### config.mk
export PLATFORM = sky130hd
export DESIGN_NAME = uart_frame_controller
export DESIGN_NICKNAME = d
export VERILOG_FILES = /design/src/rtl/uart_frame_controller.sv
export SDC_FILE = /design/constraint.sdc
export NUM_CORES = 1
export LEC_CHECK = 0
export ABC_AREA = 1
export CORE_MARGIN = 4
export CORE_UTILIZATION = 40
export DETAILED_ROUTE_END_ITERATION = 7
export GPL_ROUTABILITY_DRIVEN = 1
export PLACE_DENSITY = 0.57
export SYNTH_ARGS = -nofsm -noshare
export SYNTH_HDL_FRONTEND = slang
export SYNTH_SLANG_ARGS = --single-unit
### constraint.sdc
create_clock -name system_clk -period 1.9 [get_ports system_clk]
set_input_delay 0.285 -clock system_clk [delete_from_list [all_inputs] [get_ports system_clk]]
set_output_delay 0.285 -clock system_clk [all_outputs]
set_load 0.1 [all_outputs]
### src/rtl/uart_frame_controller.sv
// rtl/uart_frame_controller.sv - framed UART byte receiver with checksum, timeout and drain stream
module uart_frame_controller #(
   parameter logic [7:0] SYNC_BYTE   = 8'hA5,
   parameter int         MAX_LEN     = 16,
   parameter int         TIMEOUT_CYC = 200000
) (
   input  logic       system_clk,
   input  logic       rst,
   input  logic [7:0] rx_byte,
   input  logic       rx_done,
   output logic [7:0] out_data,
   output logic       out_valid,
   input  logic       out_ready,
   output logic [7:0] frame_len,
   output logic       frame_ok,
   output logic [1:0] err_code,
   output logic       overrun,
   input  logic       err_clr
);

   localparam int AW = (MAX_LEN > 1) ? $clog2(MAX_LEN) : 1;
   localparam int TW = $clog2(TIMEOUT_CYC + 1);

   typedef enum logic [2:0] {S_IDLE, S_LEN, S_PAYLOAD, S_CHECK, S_DRAIN} state_t;

   state_t        state, state_nx;
   logic [7:0]    len;
   logic [7:0]    xsum;
   logic [AW-1:0] wr_idx;
   logic [AW-1:0] rd_idx;
   logic [AW-1:0] rd_nxt;
   logic [TW-1:0] tcnt;
   logic [7:0]    mem [0:(1<<AW)-1];
   logic          busy, tmo, len_bad, chk_ok, last_wr, last_rd, take;
   logic [1:0]    err_new;

   assign busy    = (state == S_LEN) || (state == S_PAYLOAD) || (state == S_CHECK);
   // An arriving byte always beats an expiring timeout in the same cycle.
   assign tmo     = busy && !rx_done && (tcnt == TW'(TIMEOUT_CYC));
   assign len_bad = (rx_byte == 8'd0) || (int'(rx_byte) > MAX_LEN);
   assign chk_ok  = (rx_byte == xsum);
   assign last_wr = (wr_idx == AW'(len - 8'd1));
   assign last_rd = (rd_idx == AW'(len - 8'd1));
   assign rd_nxt  = rd_idx + AW'(1);
   assign take    = out_valid && out_ready;

   always_comb begin
      state_nx = state;
      err_new  = 2'd0;
      case (state)
         S_IDLE: begin
            if (rx_done && rx_byte == SYNC_BYTE) state_nx = S_LEN;
         end
         S_LEN: begin
            if (rx_done) begin
               if (len_bad) begin
                  state_nx = S_IDLE;
                  err_new  = 2'd1;
               end else begin
                  state_nx = S_PAYLOAD;
               end
            end else if (tmo) begin
               state_nx = S_IDLE;
               err_new  = 2'd3;
            end
         end
         S_PAYLOAD: begin
            if (rx_done) begin
               if (last_wr) state_nx = S_CHECK;
            end else if (tmo) begin
               state_nx = S_IDLE;
               err_new  = 2'd3;
            end
         end
         S_CHECK: begin
            if (rx_done) begin
               if (chk_ok) begin
                  state_nx = S_DRAIN;
               end else begin
                  state_nx = S_IDLE;
                  err_new  = 2'd2;
               end
            end else if (tmo) begin
               state_nx = S_IDLE;
               err_new  = 2'd3;
            end
         end
         S_DRAIN: begin
            if (take && last_rd) state_nx = S_IDLE;
         end
         default: state_nx = S_IDLE;
      endcase
   end

   always_ff @(posedge system_clk or negedge rst) begin
      if (!rst) begin
         state     <= S_IDLE;
         len       <= 8'd0;
         xsum      <= 8'd0;
         wr_idx    <= '0;
         rd_idx    <= '0;
         tcnt      <= '0;
         out_data  <= 8'd0;
         out_valid <= 1'b0;
         frame_len <= 8'd0;
         frame_ok  <= 1'b0;
         err_code  <= 2'd0;
         overrun   <= 1'b0;
      end else begin
         state    <= state_nx;
         frame_ok <= 1'b0;
         tcnt     <= (busy && !rx_done) ? tcnt + TW'(1) : '0;
         case (state)
            S_LEN: begin
               if (rx_done) begin
                  len    <= rx_byte;
                  xsum   <= rx_byte;
                  wr_idx <= '0;
               end
            end
            S_PAYLOAD: begin
               if (rx_done) begin
                  xsum   <= xsum ^ rx_byte;
                  wr_idx <= wr_idx + AW'(1);
               end
            end
            S_CHECK: begin
               if (rx_done && chk_ok) begin
                  frame_ok  <= 1'b1;
                  frame_len <= len;
                  out_valid <= 1'b1;
                  out_data  <= mem[0];
                  rd_idx    <= '0;
               end
            end
            S_DRAIN: begin
               if (take) begin
                  if (last_rd) begin
                     out_valid <= 1'b0;
                     out_data  <= 8'd0;
                     frame_len <= 8'd0;
                  end else begin
                     rd_idx   <= rd_nxt;
                     out_data <= mem[rd_nxt];
                  end
               end
            end
            default: ;
         endcase
         if (err_new != 2'd0) err_code <= err_new;
         else if (err_clr)    err_code <= 2'd0;
         if (state == S_DRAIN && rx_done) overrun <= 1'b1;
         else if (err_clr)                overrun <= 1'b0;
      end
   end

   always_ff @(posedge system_clk) begin
      if (state == S_PAYLOAD && rx_done) mem[wr_idx] <= rx_byte;
   end

endmodule

# Word level (Yosys, flattened, before mapping)
# Memory sizes are Yosys's and may differ from the RTL's.
# Cells that the tools add are included.
# W data, S select, Z words.
[word_totals]
ff_bits = 66
ramBits = 128
out_inout_bits = 21
word_cells = 110
mem_count = 1
[classes]
add_sub_neg = 4
order_cmp = 1
eq_ne = 18
muxes = 48
bitwise = 1
reduce_logical = 25
[memory_table]
columns = ["memory", "words", "word_bits", "rd", "rd_clocked_by_memory_dff", "write_ports", "line_no", "source"]
rows = [
  ["mem", 16, 8, 2, 0, 1, "33", "logic [7:0] mem [0:(1<<AW)-1];"],
]
[op_table]
columns = ["operator", "count"]
rows = [
  ["$mux W8", 8],
  ["$pmux W8 S2", 3],
  ["$mux W3", 8],
  ["$mux W4", 5],
  ["$add A18 B1 Y18 const B", 1],
  ["$eq A18 B18 Y1 const B", 1],
  ["$mux W18", 1],
  ["$mux W2", 8],
  ["$pmux W4 S2", 2],
  ["$pmux W3 S5", 1],
  ["$ne A2 B2 Y1 const B", 7],
  ["$mux W1", 10],
  ["$reduce_bool A2 Y1", 5],
  ["$reduce_and A3 Y1", 3],
  ["$add A4 B1 Y4 const B", 2],
  ["$eq A4 B4 Y1", 2],
  ["$eq A8 B8 Y1", 1],
  ["$eq A8 B8 Y1 const B", 1],
  ["$gt A8 B5 Y1 const B", 1],
  ["$logic_and A1 B1 Y1", 8],
  ["$logic_not A8 Y1", 1],
  ["$reduce_and A4 Y1", 2],
  ["$xor A8 B8 Y8", 1],
  ["$eq A3 B2 Y1 const B", 2],
  ["11 further kinds", 13],
]

# Depth between registers and ports, before layout
# Gate-level depths: netlist of the first run.
[depth]
depth_word = 10
depth_mapped = 13

# Worst setup path after synthesis of the first run
# Ideal clock, no wire load.
[synth_path]
kind = "register to register"
from = "register rd_idx[0]"
to = "register out_data[0]"
t_arrival_ps = 1721
required_ps = 1779
slack_ps = 59
path_stages_with_launch = 12
path_buffers = 2
cell_sequence = "dfrtp_1 ha_1 buf_2 inv_1 clkbuf_1 nand3_1 nand3_1 nand3_1 nand2_1 nor2_1 nor2_1 nor2_1"
[synth_via]
elab_chain_len = 5
word_cells_on_any_way = 6
classes_between = "1 x add/sub; 1 x eq/ne; 3 x mux; 1 x memory"
[synth_rtl]
columns = ["element", "line_no", "source"]
rows = [
  ["from (decl)", "30", "logic [AW-1:0] rd_idx;"],
  ["from (signal assigned)", "143", "rd_idx <= rd_nxt;"],
  ["$add A4 B1 Y4", "44", "assign rd_nxt = rd_idx + AW'(1);"],
  ["$mem_v2 Z16 W8", "--", ""],
  ["$mux W8 (*)", "138", "if (last_rd) begin"],
  ["$mux W8 (*)", "137", "if (take) begin"],
  ["$pmux W8 S2 (*)", "113", "case (state)"],
  ["to (signal assigned)", "132", "out_data <= mem[0];"],
  ["to (signal assigned)", "144", "out_data <= mem[rd_nxt];"],
  ["to (decl)", "11", "output logic [7:0] out_data,"],
]
# Mark *: on every way between the ends. The rest lies on a longest branch, timed or not. The select of a mux whose other input is x is not followed.
# A chain may end at the register's enable or synchronous reset.

# Worst setup path in the final report of the first run
[layout_path]
from = "register rd_idx[0]"
to = "register out_data[1]"
# The elaborated chain is that of the path after synthesis.

==> run_results.csv, run 1 <==
group,metric,value,unit
outcome,status,"finished, final reports clean",
floorplanning,ios,34,
timing,hold_ws,0.375,ns
critical_path,cp_max_fo,11,
power_and_ir_drop,p_leak,4.56,nW
global_route,grt_pass1_wl,35700,µm
timing,fin_crit,1.79,ns
floorplanning,start_util,41.1,%
clock_network,htree_levels,4,
timing,setup_violations,0,
route,antenna_left,0,
critical_path,end_kind,"flip-flop",
placement,finalWeightedCongestion,0.891,
placement,dp_hpwl,15700,µm
route,wirelength,23200,µm
critical_path,r2r_end,"out_data[1]$_DFFE_PN0P_",
clock_network,clock_latency,0.44,ns
cells_and_area,regArea,5500,µm²
timing,period_share,94.4,%
floorplanning,dieHeight,156,µm
cells_and_area,diodes,0,
timing,slew_headroom,73.7,%
synthesis,seq_area_frac_synth,62.8,%
synthesis,synth-edff-count,128,
clock_network,postCtsSetupBuffers,0,
power_and_ir_drop,power,10.5,mW
critical_path,worstPathRequired,2.27,ns
synthesis,synth_nets,928,
cells_and_area,final_nets,1043,
worst_hold_path,min_path_type,"in2async",
floorplanning,fp-row-count,53,
floorplanning,die_x,156,µm
floorplanning,die-area,24300,µm²
global_route,grt_start_max_net_pins,67,
synthesis,yosysWarnings,0,
cells_and_area,syn_to_final_growth,23.7,%
route,drtIter0Drc,495,
placement,pre_cts_ws,-0.166,ns
timing,slew_violations,0,
critical_path,cp-start-kind,"flip-flop",
timing,max_freq,557,MHz
clock_network,clockBufferDepth,2,
cells_and_area,fin_util,50.8,%
global_route,grt_util_all_layers,19.2,%
route,wl_per_cell,17.7,µm
synthesis,synth-seq-cells,194,
timing,finalWorstSetupSlack,0.106,ns
floorplanning,core,21300,µm²
synthesis,ys_async_sr_fraction,34.0,%
critical_path,rr_startpoint,"rd_idx[0]$_DFFE_PN0P_",
route,routed_via_density,5.08,
route,drtPass1Iterations,7,
route,num_vias,6649,
clock_network,clockRootBuffer,"clkbuf_16",
clock_network,clk_pin_slew,0.07,ns
global_route,antenna_found_initial,0,
cells_and_area,nFillCells,1914,
timing,worst_clock_skew,0.0114,ns
placement,numPortBuffers,33,
global_route,grt_pass1_vias,6417,
synthesis,syn_inst,907,
synthesis,avgSynthCellArea,9.64,µm²
critical_path,critPathArrivalTime,2.16,ns
timing,hold_viol_final,0,
placement,dpl-instance-area,9990,µm²
run,max_cap_violations,0,
route,drc,0,
power_and_ir_drop,ir_drop,621,µV
critical_path,reg2reg_slack,0.11,ns
global_route,overflow,0,
critical_path,critPathKind,"reg2reg",
critical_path,reg2regPathDepth,11,
clock_network,cts_buffers,17,
cells_and_area,drive_gt1_share,17.3,%
synthesis,synth_cell_types,36,
synthesis,syn_area,8750,µm²
power_and_ir_drop,p_per_area,966,nW/µm²
clock_network,cts.sinks,194,
cells_and_area,finalInstanceArea,10800,µm²
clock_network,cts_tree,"yes",
cells_and_area,multi_input_area,2920,µm²
timing,tightest_slew,0.394,ns
synthesis,synthFlopType,"edfxtp_1",
cell type report:
class	instances	area share (%)
sequential	194	50.8
multi-input combinational	623	27.0
timing repair buffer	125	11.2
clock buffer	18	3.97
tap	275	3.18
inverter	61	2.19
clock inverter	14	1.73
cell usage after synthesis (2+ instances only):
library cell / count / area share [%]
nand3_1: 142 / 8.1
nor2_1: 90 / 3.9
o21ai_1: 5 / 0.29
buf_4: 8 / 0.69
a21oi_1: 11 / 0.63
edfxtp_1: 128 / 44
buf_1: 2 / 0.086
clkbuf_1: 6 / 0.26
inv_2: 13 / 0.56
xor2_2: 2 / 0.37
buf_2: 12 / 0.69
nor3_1: 9 / 0.51
ha_1: 8 / 1.1
nand4_1: 11 / 0.79
nor2_2: 3 / 0.21
inv_1: 47 / 2.0
dfrtp_1: 66 / 19
nand2_2: 3 / 0.21
nand2_1: 296 / 13
nor4_1: 2 / 0.14
xor2_1: 18 / 1.8
o21ai_0: 10 / 0.57
nor3b_1: 2 / 0.17
what timing repair did:
action / 4_1_cts / 5_1_grt
setup endpoints to repair: 3 / 31
pin swaps: 0 / 2
hold buffers: 1 / 0
endpoints found under the hold margin: 66 / 0
resized for setup: 1 / 22
gates cloned: 0 / 4
sequential cells by signal, indices dropped and copies added, names as in the netlist:
| name | cells |
|---|---|
| mem | 128 |
| out_data | 8 |
| tcnt | 18 |
| frame_len | 8 |
| overrun | 1 |
| rd_idx | 4 |
| state | 3 |
| out_valid | 1 |
| wr_idx | 4 |
| xsum | 8 |
| frame_ok | 1 |
| len | 8 |
| err_code | 2 |
worst max-delay path by stage:
stage	startpoint	to
3_3_place_gp	rx_byte[5]	out_data[2]$_DFFE_PN0P_
2_1_floorplan	rd_idx[0]$_DFFE_PN0P_	out_data[0]$_DFFE_PN0P_
4_1_cts	rd_idx[0]$_DFFE_PN0P_	out_data[3]$_DFFE_PN0P_
3_5_place_dp	rx_byte[3]	rd_idx[0]$_DFFE_PN0P_
5_1_grt	len[1]$_DFFE_PN0P_	out_data[6]$_DFFE_PN0P_
6_report	rd_idx[0]$_DFFE_PN0P_	out_data[1]$_DFFE_PN0P_
metal layers:
layer  vias up  track usage [%]  routed length (µm)
met4         0             8.00                 743
li1       3257                -                   -
met2       179             30.4               11000
met3        36             2.91                1070
met1      3177             26.6               10400
met5         -                0                   0
metrics by stage:
step	setup TNS (ns)	std cells
final	0	1310
after floorplan	0	907
after global routing	-0.0524	1310
after detailed placement	-15.29	1273
after global placement	-14.34	1273
after CTS	0	1306
layout by cell type (no fill, tap or decap), types with 12 or more instances in the layout:
| cell type | n |
|---|---|
| nand2_1 | 294 |
| nand3_1 | 140 |
| edfxtp_1 | 128 |
| buf_4 | 93 |
| nor2_1 | 89 |
| dfrtp_1 | 65 |
| inv_1 | 46 |
| clkbuf_16 | 21 |
| xor2_1 | 18 |
| inv_2 | 12 |
worst max-delay path, stage by stage (launching register included):
cell,delay (ns)
dfrtp_2,0.43
ha_4,0.33
inv_4,0.06
buf_12,0.15
buf_12,0.14
nand3_1,0.08
nand3_1,0.12
nand3_1,0.11
nand2_1,0.06
nor2_1,0.10
nor2_1,0.06
nor2_1,0.07
kinds of logic (layout without fill, tap and decap cells):
| kind of cell | count (synthesis) | in the layout | share of synthesized area (%) |
|---|---|---|---|
| AOI/OAI and AO/OA | 32 | 32 | 2.02 |
| xor gates and xnor gates | 22 | 22 | 2.46 |
| adders and majority gates | 8 | 8 | 1.14 |
| buffers and inverters | 90 | 218 | 4.46 |
| DFF | 194 | 194 | 62.8 |
| and+or+nand+nor | 561 | 561 | 27.1 |
power breakdown:
| part | total [mW] | internal (mW) | leakage (nW) | switching [mW] |
|---|---|---|---|---|
| combinational | 1.71 | 0.630 | 2.21 | 1.08 |
| clock | 3.74 | 2.02 | 0.302 | 1.72 |
| sequential | 5.01 | 4.76 | 2.04 | 0.242 |
Power figures use the tool's default switching activity.
==> inputs of run 2 (changes only) <==
Settings changed: CORE_UTILIZATION 40 to 55, PLACE_DENSITY 0.57 to 0.75.
==> run 2 against run 1 <==
Effect of this change:
- via count is 0.24% higher
- register-to-register slack worse by 0.03 ns
- sequential share of layout area grew 1.8 points
- sequential power about the same
- clock skew is 0.0017 ns higher
- clock-buffer cell count increased by 4
- non-clock buffer count down 22
- critical path type unchanged
- critical endpoint is now out_data[0]$_DFFE_PN0P_
==> run_results.csv, run 2 (synthesized netlist as in run 1, its figures left out) <==
group,metric,value,unit
route,num_vias,6665,
critical_path,end_kind,"flip-flop",
critical_path,worstPathRequired,2.23,ns
power_and_ir_drop,p_per_area,968,nW/µm²
timing,slew_headroom,72.6,%
floorplanning,ios,34,
clock_network,htree_levels,4,
clock_network,clockRootBuffer,"clkbuf_16",
floorplanning,core,15400,µm²
route,drtPass1Iterations,5,
global_route,grt_start_max_net_pins,55,
cells_and_area,diodes,0,
timing,hold_viol_final,0,
timing,period_share,96.2,%
critical_path,worst_path_largest_cell_delay,0.38,ns
outcome,status,"finished, final reports clean",
clock_network,postCtsSetupBuffers,0,
global_route,antenna_found_initial,0,
placement,place_inst,1189,
timing,setup_violations,0,
floorplanning,dieHeight,134,µm
clock_network,cts_tree,"yes",
route,routed_via_density,5.45,
cells_and_area,regArea,5500,µm²
placement,numPortBuffers,33,
cells_and_area,syn_to_final_growth,19.4,%
power_and_ir_drop,ir_drop,656,µV
clock_network,cts_buffers,17,
cells_and_area,final_common_cell,"nand2_1",
placement,finalWeightedCongestion,0.891,
cells_and_area,multi_input_area,2920,µm²
timing,max_freq,547,MHz
cells_and_area,drive_gt1_share,15.2,%
cells_and_area,final_cell_mix,"nand2_1, nand3_1, edfxtp_1",
cells_and_area,registers.top_by_ff_count,"mem",
critical_path,cp_max_fo,8,
cells_and_area,stdcell_count,1224,
worst_hold_path,min_path_type,"in2async",
cells_and_area,nFillCells,1149,
clock_network,clockBufferDepth,2,
global_route,overflow,0,
route,drtIter0Drc,810,
critical_path,path_buf_inv,1,
floorplanning,die_x,134,µm
power_and_ir_drop,p_leak,4.40,nW
critical_path,cp_common_cell,"nor2_1",
global_route,grt_pass1_wl,33500,µm
timing,worst_clock_skew,0.0131,ns
timing,fin_crit,1.83,ns
critical_path,crit_start,"len[1]$_DFFE_PN0P_",
floorplanning,die-area,18000,µm²
critical_path,critPathArrivalTime,2.16,ns
critical_path,critPathKind,"reg2reg",
placement,dp_hpwl,14100,µm
cells_and_area,largest_reg_flops,128,
critical_path,rr_startpoint,"len[1]$_DFFE_PN0P_",
clock_network,clk_pin_slew,0.07,ns
route,drc,0,
route,wl_per_cell,17.4,µm
route,wirelength,21300,µm
timing,tightest_slew,0.410,ns
floorplanning,fp-row-count,45,
clock_network,cts.sinks,194,
floorplanning,start_util,56.9,%
clock_network,clock_latency,0.44,ns
critical_path,critPathTopFamily,"simple AND/OR/NAND/NOR gates",
timing,slew_violations,0,
critical_path,cp-start-kind,"flip-flop",
timing,rsz0062_at_grt,"yes",
run,max_cap_violations,0,
global_route,grt_pass1_vias,6364,
cells_and_area,reg.largest.list,"mem: 128 flops, tcnt: 18 flops",
cells_and_area,final_nets,1021,
critical_path,reg2regPathDepth,10,
critical_path,slowest_stage,"dfrtp_1",
cells_and_area,fin_util,67.9,%
global_route,grt_util_all_layers,24.3,%
route,antenna_left,0,
critical_path,worst-path-stages,10,
power_and_ir_drop,power,10.1,mW
critical_path,worstPathCellList,"inv_1 > ha_1 > xor2_1 > nand2_1 > nor2_2 > nand2_1 > nand2_4 > nor2_1 > nor2_1 > nor2_1",
[run 2: changes by cell type in the layout (fill, tap and decap cells not counted), sizes merged]
cell,previous run,this run
bufbuf,0,1
clkinv,5,8
inv,68,60
clkbuf,22,23
clkinvlp,0,1
buf,109,89
[run 2: cell type report]
| type | instances | share of cell area (%) |
|---|---|---|
| Clock inverter | 10 | 1.04 |
| Sequential cell | 194 | 52.6 |
| Multi-Input combinational cell | 623 | 27.9 |
| Clock buffer | 22 | 4.44 |
| Timing Repair Buffer | 103 | 9.21 |
| Inverter | 61 | 2.22 |
| Tap cell | 211 | 2.53 |
[run 2: repair_timing]
action                                  CTS  global route
gates cloned                              1             1
resized for setup                         7            12
endpoints found under the hold margin    12             0
endpoints found under the setup margin   16           146
hold buffers                              1             0
[run 2: routing by layer]
layer | GRT usage, % | vias to the layer above | part of all wire, %
met2 | 40.1 | 240 | 50
met5 | 0 | - | 0
met3 | 4.65 | 51 | 6.2
li1 | - | 3206 | -
met4 | 9.50 | 0 | 3.0
met1 | 32.1 | 3168 | 41
[run 2: report_power, final]
group	switching, mW	leakage, nW	internal (mW)
registers	0.217	2.04	4.77
logic	1.07	2.08	0.559
clock network	1.50	0.279	2.00
total	2.79	4.40	7.32
[run 2: worst paths after layout]
check / end / slack, ns
worst min-delay path: out_data[2]$_DFFE_PN0P_ / 0.28
max in group asynchronous: xsum[1]$_DFFE_PN0P_ / 1.03
worst max register to register: out_data[0]$_DFFE_PN0P_ / 0.07
worst min register to register: frame_len[0]$_DFFE_PN0P_ / 0.48
min in group system_clk: frame_len[0]$_DFFE_PN0P_ / 0.48
worst max-delay path: out_data[0]$_DFFE_PN0P_ / 0.07
[run 2: metrics by stage]
stage                     hold WS [ns]  cell area [µm²]  setup TNS, ns  worst slack, ns
final                            0.275            10400              0           0.0716
after global routing             0.305            10400         -0.253          -0.0602
after CTS                        0.275            10400              0           0.0357
after detailed placement         0.198             9730          -4.65           -0.192
after global placement           0.197             9730          -3.39           -0.139
after floorplan                -0.0106             8750              0           0.0585
